--- config.mk ---
export PLATFORM = sky130hd
export DESIGN_NAME = clock_div_flat
export DESIGN_NICKNAME = d
export VERILOG_FILES = /design/src/rtl/clock_div_if.sv /design/src/rtl/clock_div.sv /design/src/flat_wrapper.sv
export SDC_FILE = /design/constraint.sdc
export NUM_CORES = 1
export LEC_CHECK = 0
export ABC_AREA = 1
export BUFFER_PORTS_ARGS = -buffer_cell sky130_fd_sc_hd__buf_2
export CAP_MARGIN = 15
export CORE_ASPECT_RATIO = 0.8
export CORE_UTILIZATION = 30
export DETAILED_ROUTE_END_ITERATION = 12
export MAX_ROUTING_LAYER = met4
export PLACE_DENSITY = 0.43
export RECOVER_POWER = 25
export SLEW_MARGIN = 40
export SYNTH_ARGS = -nofsm -noshare
export SYNTH_HDL_FRONTEND = slang
export SYNTH_SLANG_ARGS = --single-unit
--- constraint.sdc ---
create_clock -name clkin -period 2.8 [get_ports clkin]
set_clock_uncertainty 0.15 [all_clocks]
set_input_delay 0.14 -clock clkin [delete_from_list [all_inputs] [get_ports clkin]]
set_output_delay 0.14 -clock clkin [all_outputs]
set_load 0.02 [all_outputs]
--- src/rtl/clock_div_if.sv ---
// Output bundle of the clock divider: the divided clock and its rising-edge
// strobe. The divider drives it through the master modport, and consumers
// read it through the slave modport.
`timescale 1ns/1ps

interface clock_div_if;
  logic clkout;
  logic tick;

  modport master (output clkout, output tick);
  modport slave  (input  clkout, input  tick);
endinterface : clock_div_if

--- src/rtl/clock_div.sv ---
// Integer clock divider.
// clkout has a period of exactly DIV clkin cycles. It is high for ceil(DIV/2)
// cycles and then low for floor(DIV/2) cycles, so an odd DIV puts the extra
// cycle in the high phase. tick is a one-cycle strobe in the clkin domain. It
// is high in the cycle where clkout has just risen.
// Both outputs come straight from flops, so neither one can glitch.
`timescale 1ns/1ps

module clock_div #(
  parameter int DIV = 5000,
  parameter int CW  = $clog2(DIV)   // derived; do not override
) (
  input  logic             clkin,
  input  logic             reset,
  clock_div_if.master      div
);

  // A ratio below 2 cannot produce a clock with both phases.
  if (DIV < 2) begin : g_bad_div
    $error("clock_div: DIV must be >= 2, got %0d", DIV);
  end

  // Length of the high phase, which is ceil(DIV/2).
  localparam int HIGH = DIV - DIV / 2;

  // Compare constants sized to the counter. The wrap value is DIV-1, not
  // 2^CW-1, so a ratio that is not a power of two still wraps exactly.
  localparam logic [CW-1:0] LAST   = CW'(DIV - 1);
  localparam logic [CW-1:0] HIGH_C = CW'(HIGH);
  localparam logic [CW-1:0] ONE    = CW'(1);

  logic [CW-1:0] cnt;
  logic [CW-1:0] cnt_n;
  logic          clkout_q;
  logic          tick_q;

  // Next count: advance, and wrap back to 0 after DIV-1.
  always_comb begin
    // NOTE: cnt_n gets a value on every path through this block, so no latch is inferred.
    cnt_n = (cnt == LAST) ? '0 : cnt + ONE;
  end

  // Counter and output flops. The outputs are decoded from the next count, so
  // each one changes on the same edge as the counter it describes.
  always_ff @(posedge clkin or posedge reset) begin
    if (reset) begin
      // Reset parks the counter at DIV-1. The first edge after release then
      // wraps it to 0, which raises clkout and tick on that edge.
      cnt      <= LAST;
      clkout_q <= 1'b0;
      tick_q   <= 1'b0;
    end else begin
      // NOTE: non-blocking assignments make every flop here sample the pre-edge values, which avoids update-order races.
      cnt      <= cnt_n;
      clkout_q <= (cnt_n < HIGH_C);
      tick_q   <= (cnt_n == '0);
    end
  end

  assign div.clkout = clkout_q;
  assign div.tick   = tick_q;

endmodule : clock_div

--- src/flat_wrapper.sv ---
// flat-port wrapper written by rule: the top's interface ports become plain ports
module clock_div_flat 
#(
  parameter int DIV = 5000,
  parameter int CW  = $clog2(DIV)                              
)
  (clkin, reset, div_clkout, div_tick);
  clock_div_if div_i ();
  input  logic clkin;
  input  logic reset;
  output wire logic [$bits(div_i.clkout)-1:0] div_clkout;
  output wire logic [$bits(div_i.tick)-1:0] div_tick;
  assign div_clkout = div_i.clkout;
  assign div_tick = div_i.tick;
  clock_div #(.DIV(DIV), .CW(CW)) u_core (.clkin(clkin), .reset(reset), .div(div_i));
endmodule
==> results of run 1 <==
[state kept, by name, indices dropped and copies added (netlist names)]
signal,count
u_core.div.tick,1
u_core.div.clkout,1
u_core.cnt,13
[cell usage after synthesis, types with 2 or more instances]
cell | count | area share (%)
nand2_1 | 44 | 16
inv_1 | 24 | 8.8
nor2_1 | 15 | 5.5
nand3_1 | 11 | 5.4
dfrtp_1 | 8 | 20
dfstp_2 | 7 | 18
nor2_2 | 6 | 3.7
nand2_2 | 5 | 3.1
nand3_2 | 5 | 4.9
inv_2 | 4 | 1.5
nand4_1 | 3 | 1.8
ha_1 | 2 | 2.5
[final cells by class]
cell class                      count  area, µm²
Clock buffer                        3       41.3
Clock inverter                      1       5.00
Fill cell                         354       2010
Inverter                           28        105
Multi-Input combinational cell    100        529
Sequential cell                    15        384
Tap cell                           40       50.0
Timing Repair Buffer                4       23.8
[worst reg2reg max path: stages, from the launching register on]
cell,delay (ns)
dfstp_2,0.58
ha_1,0.21
nand2_1,0.08
nor2_2,0.13
nand3_4,0.16
nand3_2,0.17
nand2_2,0.07
nor2_1,0.13
nand2_1,0.06
nand2_1,0.06
nor2_1,0.04
[where the power goes]
group          switching [mW]  internal (mW)
Sequential                  0          0.217
Combinational         0.00431        0.00147
Clock                  0.0817         0.0986
[cell usage in the layout (no fill, tap or decap)]
cell,count
clkbuf_1,1
clkinv_2,1
a21oi_2,1
ha_1,2
nor2_1,15
dfrtp_1,8
inv_1,24
xor2_1,1
nand3_2,5
nor2_2,6
nand3b_1,1
nand3_1,11
nor3_2,1
clkbuf_8,3
nor2_4,1
nor3_1,1
buf_2,2
o21ai_0,1
xor2_2,1
nand2_2,5
nand2_1,44
nand3_4,1
dlygate4sd3_1,1
nand4_1,3
inv_2,4
dfstp_2,7
[kinds of logic after synthesis]
logic type	after synthesis	share of synthesized area, %
flip-flops	15	37.7
buffers and inverters	28	10.3
adder cells (fa/ha/maj)	2	2.46
XOR/XNOR	2	2.46
AND/OR/NAND/NOR	94	45.7
AO/OA/AOI/OAI	2	1.35
[layer usage]
layer	track usage, %	up-vias	part of all wire, %
li1	-	445	-
met1	23.4	374	58
met2	20.0	17	38
met3	4.45	2	3.8
met4	3.19	0	0.54
met5	-	-	0
[metrics by stage]
stage	hold WS, ns	total power, mW	std cells	worst slack (ns)
after floorplan	-0.114	0.224	143	1.09
after global placement	0.0675	0.226	186	0.883
after detailed placement	0.0822	0.226	186	0.867
after CTS	0.356	0.411	191	0.858
after global routing	0.374	0.426	191	0.726
final	0.330	0.403	191	0.866
[what timing repair did]
action | CTS | global route
endpoints found under the hold margin | 8 | 0
hold buffers | 1 | 0
resized for setup | 0 | 0
[path summary, 6_finish.rpt]
path | from | to | slack (ns)
setup / recovery | u_core.cnt[0]$_DFF_PP1_ | u_core.div.clkout$_DFF_PP0_ | 0.87
hold / removal | reset | u_core.cnt[3]$_DFF_PP0_ | 0.33
setup reg to reg | u_core.cnt[0]$_DFF_PP1_ | u_core.div.clkout$_DFF_PP0_ | 0.87
hold reg to reg | u_core.cnt[12]$_DFF_PP1_ | u_core.cnt[12]$_DFF_PP1_ | 0.46
max in group asynchronous | reset | u_core.cnt[9]$_DFF_PP1_ | 1.79
min in group clkin | u_core.cnt[12]$_DFF_PP1_ | u_core.cnt[12]$_DFF_PP1_ | 0.46
==> results.md, run 1 <==
* Status: finished clean
* Via-per-instance ratio at 4.39
* Area delta synth->final at 11.8%
* I/O Pins at 4
* RSZ-0062 raised after global routing: false
* Pin count of the biggest net entering global routing at 16
* Setup CP Type: reg -> reg
* Drt drc at 0
* Worst path bufs/invs at 0
* Worst min-delay path class: in -> async
* Clock transition at path regs at 0.07 ns
* Routed WL at 2230 µm
* Maxcap violations at 0
* Synth Instances at 143
* Asr flop ratio synth at 100%
* Input/output buffers at 3
* Pleak at 0.574 nW
* CP delay by family, top: simple AND/OR/NAND/NOR gates
* CTS tree: built
* CP arrival at 1.93 ns
* Slowest-stage cell, CP: dfstp_2
* Via count at 838
* Peak supply drop at 0.295 mV
* Synth Area per Inst at 7.12 µm²
* Global placement routability congestion at 0.772
* Clk Latency, worst-skew pair at 0.25 ns
* Clock Path Buffers at 2
* Cells along the critical path: ha_1 > nand2_1 > nor2_2 > nand3_4 > nand3_2 > nand2_2 > nor2_1 > nand2_1 > nand2_1 > nor2_1
* Worst-margin pin slew at 0.562 ns
* Period utilisation layout at 69.1%
* Worst EP required at 2.80 ns
* Sequential share of the synthesized area at 37.7%
* Cell area after layout at 1140 µm²
* Row cnt at 18
* Library cells used by synthesis at 21
* Finished Core Util at 36.1%
* Fin nets at 156
* Initial antenna violation count at 0
* Final TNS setup at 0 ns
* CTS Buf Count at 3
* Prevailing post-synth register cell: dfrtp_1
* Clock sinks at 15
* FMAX at 517 MHz
* Min Clock Period, post-route at 1.93 ns
* Total grt overflow at 0
* Cell count along the critical path at 10
* Power Density at 354 nW/µm²
* Final ANT Viol Nets at 0
* # H-tree levels at 1
* DR pass1 iterations at 4
* CP endpoint kind: flip-flop
* CTS root buf: clkbuf_8
* Worst slew margin at 62.5%
* Pins Over Slew Limit at 0
* Most used cell, CP: nand2_1
* Post-DP HPWL at 1790 µm
* YS warnings at 0
* Starting Density at 32.3%
* Die Y at 54.1 µm
* Final hold violations at 0
* First-pass GRT wire length at 3820 µm
* Number of global-route vias before repair at 750
* Worst r2r path cells at 10
* Final setup fails at 0
* CP Launch Type: flip-flop
* Core area at 3150 µm²
* Synthesized area at 1020 µm²
* Gr usage total at 15.6%
* Area after DPL at 1080 µm²
* Layout cell share with drive strength beyond 1 at 25.2%
* Antenna diodes at 0
* Critical Path Fanout Max at 8
* Mapped Nets at 147
* EDFF count, synth at 0
* Die Width at 67.1 µm
* DR iter-0 viols at 23
* Yosys reg bits at 15
* Wire length per cell at 11.7 µm
* Largest stage delay, worst path at 0.58 ns
* Postcts setup bufs at 0
* DIE AREA at 3630 µm²
Note: power is estimated with default switching activity, not from simulation.
==> run 2, diff against run 1 <==
- clock period: 2.8 -> 1.95 ns (I/O delays scaled with it)
==> run 2 against run 1 <==
Effect of this change:
- cell count is 1.6% higher
- power up 43%
- flip-flop and latch count unchanged
- register-to-register slack lost 0.80 ns
- critical path depth is the same
- combinational power grew 44%
- critical endpoint unchanged
- largest cell class unchanged
==> results.md, run 2 (synthesized netlist as in run 1, its figures left out) <==
* Final hold slack at 0.287 ns
* RSZ-0062 raised after global routing: true
* Commonest non-fill, non-tap cell in the layout: nand2_1
* Via-per-instance ratio at 4.41
* Biggest register: u_core.cnt
* Worst slew margin at 62.0%
* Clock sinks at 15
* Non-Filler Instances at 194
* Clock Path Buffers at 2
* Fin nets at 159
* Drt drc at 0
* Pins Over Slew Limit at 0
* Cell count along the critical path at 10
* Initial antenna violation count at 0
* Starting Density at 32.3%
* Peak supply drop at 0.298 mV
* First-pass GRT wire length at 3820 µm
* Pin count of the biggest net entering global routing at 16
* Slowest-stage cell, CP: dfstp_2
* Input/output buffers at 3
* Clk Latency, worst-skew pair at 0.25 ns
* Clock transition at path regs at 0.06 ns
* Power Density at 486 nW/µm²
* Via count at 856
* Worst min-delay path class: in -> async
* # H-tree levels at 1
* Gr usage total at 15.5%
* Number of global-route vias before repair at 772
* Cells along the critical path: ha_2 > nand2_1 > nor2_2 > nand3_4 > nand3_4 > nand2_2 > nor2_1 > nand2_1 > nand2_1 > nor2_1
* Final ANT Viol Nets at 0
* Reg2reg setup slack at 0.07 ns
* Area delta synth->final at 16.8%
* CTS Buf Count at 3
* Row cnt at 18
* Total grt overflow at 0
* Period utilisation layout at 96.4%
* Finished Core Util at 37.7%
* CP Launch Type: flip-flop
* Wire length per cell at 11.8 µm
* Critical Path Fanout Max at 8
* Antenna diodes at 0
* Filler instances at 351
* Core area at 3150 µm²
* Worst path bufs/invs at 0
* DR pass1 iterations at 4
* Worst EP required at 1.95 ns
* Layout cell share with drive strength beyond 1 at 29.2%
* Pleak at 0.586 nW
* Global placement routability congestion at 0.799
* Reg-to-Reg Start: u_core.cnt[1]$_DFF_PP1_
* Final WS setup at 0.0701 ns
* Final setup fails at 0
* Area after DPL at 1100 µm²
* CP delay by family, top: simple AND/OR/NAND/NOR gates
* Post-DP HPWL at 1760 µm
* Min Clock Period, post-route at 1.88 ns
* Final TNS setup at 0 ns
* Cell area after layout at 1190 µm²
* I/O Pins at 4
* Worst r2r path cells at 10
* DR iter-0 viols at 16
* Die Width at 67.1 µm
* Largest stage delay, worst path at 0.57 ns
* Worst-margin pin slew at 0.569 ns
* DIE AREA at 3630 µm²
* CTS tree: built
* Routed WL at 2290 µm
* Placed Cells incl. Taps at 188
* CP arrival at 1.88 ns
* Maxcap violations at 0
* Most used cell, CP: nand2_1
* Final hold violations at 0
* Final Power at 578 µW
* Crit path from: u_core.cnt[1]$_DFF_PP1_
* CTS root buf: clkbuf_8
* Capturing point of the worst reg2reg path: u_core.div.clkout$_DFF_PP0_
* Status: finished clean
* Die Y at 54.1 µm
* Most frequent cells in the layout: nand2_1, inv_1, nor2_1
* Setup crit end: u_core.div.clkout$_DFF_PP0_
* Pre-CTS WS at 0.0573 ns
* Max reg flops at 13
* Setup CP Type: reg -> reg
* CP endpoint kind: flip-flop
* FMAX at 532 MHz
==> run 2: changes by cell type in the layout (fill, tap and decap cells not counted), sizes merged <==
cell	before	now
clkbuf	4	5
buf	2	4
==> run 2: final cells by class <==
class | instances | area, µm² | area share (%)
sequential | 15 | 384 | 32.3
inverter | 28 | 105 | 8.83
multi-input combinational | 100 | 559 | 47.0
clock buffer | 3 | 41.3 | 3.47
timing repair buffer | 7 | 45.0 | 3.79
tap | 40 | 50.0 | 4.21
clock inverter | 1 | 5.00 | 0.421
==> run 2: what timing repair did <==
item	CTS	global route
setup endpoints to repair	0	2
buffers inserted	0	1
gates resized for setup	0	8
hold buffers	1	0
hold endpoints to repair	8	0
==> run 2: worst min-delay path by stage <==
stage,from,end,slack (ns)
2_1_floorplan,reset,u_core.cnt[10]$_DFF_PP0_,-0.16
3_3_place_gp,reset,u_core.cnt[3]$_DFF_PP0_,0.03
3_5_place_dp,reset,u_core.cnt[3]$_DFF_PP0_,0.04
4_1_cts,reset,u_core.cnt[3]$_DFF_PP0_,0.32
5_1_grt,reset,u_core.cnt[3]$_DFF_PP0_,0.35
6_report,reset,u_core.cnt[3]$_DFF_PP0_,0.29
==> run 2: tightest hold or removal path: stages <==
cell,delay (ns)
dlygate4sd3_1,0.52
buf_2,0.11
inv_1,0.42
==> run 2: layer usage <==
layer / vias to the layer above / wire length, µm / GRT usage [%] / share of wire (%)
li1: 452 / - / - / -
met1: 396 / 1250 / 22.2 / 55
met2: 6 / 961 / 20.8 / 42
met3: 2 / 58 / 4.45 / 2.5
met4: 0 / 19 / 4.26 / 0.83
met5: - / 0 / - / 0
==> run 2: power breakdown <==
group / switching (mW) / total (mW) / internal (mW)
registers: 0 / 0.312 / 0.312
clock network: 0.116 / 0.258 / 0.142
logic: 0.00619 / 0.00830 / 0.00210
total: 0.123 / 0.578 / 0.456
==> run 3, diff against run 2 <==
- ABC_CLOCK_PERIOD_IN_PS: default -> 1950
- CORE_MARGIN: default -> 2
==> run 3 against run 2 <==
Effect of this change:
- non-clock buffer count is 5 higher
- fmax is 2.4% lower
- critical path depth is 1 higher
- global-route usage is 2.5 points lower
- largest cell class unchanged
- sequential share of layout area is 2.7 points lower
- highest routed layer unchanged
- clock power is 2% lower
- worst hold slack better by 0.011 ns
==> results.md, run 3 (synthesized netlist as in run 1, its figures left out) <==
* Cell area after layout at 1300 µm²
* Capturing point of the worst reg2reg path: u_core.div.clkout$_DFF_PP0_
* Pin count of the biggest net entering global routing at 16
* Placed Cells incl. Taps at 188
* Area delta synth->final at 27.6%
* RSZ-0062 raised after global routing: true
* Post-DP HPWL at 1780 µm
* Setup crit end: u_core.div.clkout$_DFF_PP0_
* Pleak at 0.617 nW
* Via-per-instance ratio at 4.38
* Max reg flops at 13
* Routed WL at 2330 µm
* Clock Path Buffers at 2
* Final TNS setup at 0 ns
* Clock sinks at 15
* WL met3 at 62 µm
* CP arrival at 1.92 ns
* Reg2reg setup slack at 0.02 ns
* Setup CP Type: reg -> reg
* Non-Filler Instances at 199
* FMAX at 519 MHz
* Antenna diodes at 0
* Power Density at 441 nW/µm²
* Worst slew margin at 61.3%
* Worst min-delay path class: in -> async
* Peak supply drop at 0.207 mV
* Maxcap violations at 0
* Layout cell share with drive strength beyond 1 at 32.7%
* Pre-CTS WS at 0.0561 ns
* CTS tree: built
* Crit path from: u_core.cnt[1]$_DFF_PP1_
* Number of global-route vias before repair at 840
* CTS Buf Count at 3
* Wire length on met2 at 972 µm
* Drt drc at 0
* Starting Density at 32.3%
* CTS root buf: clkbuf_8
* Pins Over Slew Limit at 0
* Worst-margin pin slew at 0.579 ns
* Biggest register: u_core.cnt
* Final ANT Viol Nets at 0
* Total grt overflow at 0
* Gr usage total at 13.1%
* Area after DPL at 1100 µm²
* CP Launch Type: flip-flop
* Status: finished clean
* Wire length per cell at 11.7 µm
* Critical Path Fanout Max at 5
* Initial antenna violation count at 0
* Final Power at 573 µW
* Finished Core Util at 41.2%
* Reg-to-Reg Start: u_core.cnt[1]$_DFF_PP1_
* Fin nets at 164
* Core area at 3150 µm²
* Met1 WL at 1290 µm
* Worst r2r path cells at 11
* Clk Latency, worst-skew pair at 0.25 ns
* Most frequent cells in the layout: nand2_1, inv_1, nor2_1
* CP endpoint kind: flip-flop
* Global placement routability congestion at 0.792
* Die Y at 56.1 µm
* # H-tree levels at 1
* Row cnt at 18
* Final WS setup at 0.0234 ns
* Input/output buffers at 3
* DIE AREA at 3880 µm²
* Final hold slack at 0.298 ns
* Min Clock Period, post-route at 1.93 ns
* Die Width at 69.1 µm
* First-pass GRT wire length at 3880 µm
* Via count at 872
* DR pass1 iterations at 4
* I/O Pins at 4
* Worst EP required at 1.94 ns
* Commonest non-fill, non-tap cell in the layout: nand2_1
* Clock transition at path regs at 0.07 ns
* Final hold violations at 0
* Period utilisation layout at 98.8%
* DR iter-0 viols at 20
* Final setup fails at 0
* Filler instances at 332
* Top Metal Used: met4
==> run 3: worst min-delay path by stage <==
stage,start,endpoint,depth (start not counted)
5_1_grt,reset,u_core.cnt[5]$_DFF_PP0_,3
3_3_place_gp,reset,u_core.cnt[3]$_DFF_PP0_,2
4_1_cts,reset,u_core.cnt[5]$_DFF_PP0_,3
3_5_place_dp,reset,u_core.cnt[3]$_DFF_PP0_,2
2_1_floorplan,reset,u_core.cnt[10]$_DFF_PP0_,1
6_report,reset,u_core.cnt[5]$_DFF_PP0_,3
==> run 3: power breakdown <==
| group | switching (mW) | internal [mW] | leakage (nW) |
|---|---|---|---|
| registers | 0 | 0.312 | 0.169 |
| logic | 0.00636 | 0.00211 | 0.422 |
| clock network | 0.111 | 0.141 | 0.0255 |
| total | 0.117 | 0.455 | 0.617 |
==> run 3: cell type report <==
class,instances,area (µm²),share of cell area (%)
multi-input cells,100,616,47.4
repair buffers,12,98.8,7.60
clock inverters,1,5.00,0.385
well taps,40,50.0,3.85
clock buffers,3,41.3,3.18
flip-flops and latches,15,384,29.5
inverters,28,105,8.08
==> run 3: critical path, stage by stage, from the launching register on <==
cell and delay [ns]:
dfstp_2 0.61, ha_4 0.17, nand2_1 0.06, nor2_2 0.15
nand3_4 0.13, buf_12 0.17, nand3_4 0.07, nand2_2 0.07
nor2_2 0.11, nand2_1 0.05, nand2_1 0.05, nor2_1 0.03
==> run 3: routing by layer <==
metal,GRT usage (%),vias to the layer above
li1,-,461
met1,19.1,402
met2,18.1,7
met3,2.17,2
met4,4.20,0
met5,-,-
==> run 3: timing repair <==
item                                    in CTS  in global routing
setup buffers                                0                  6
resized for setup                            0                 18
endpoints found under the setup margin       0                  2
hold endpoints to repair                     8                  0
hold buffers                                 1                  0
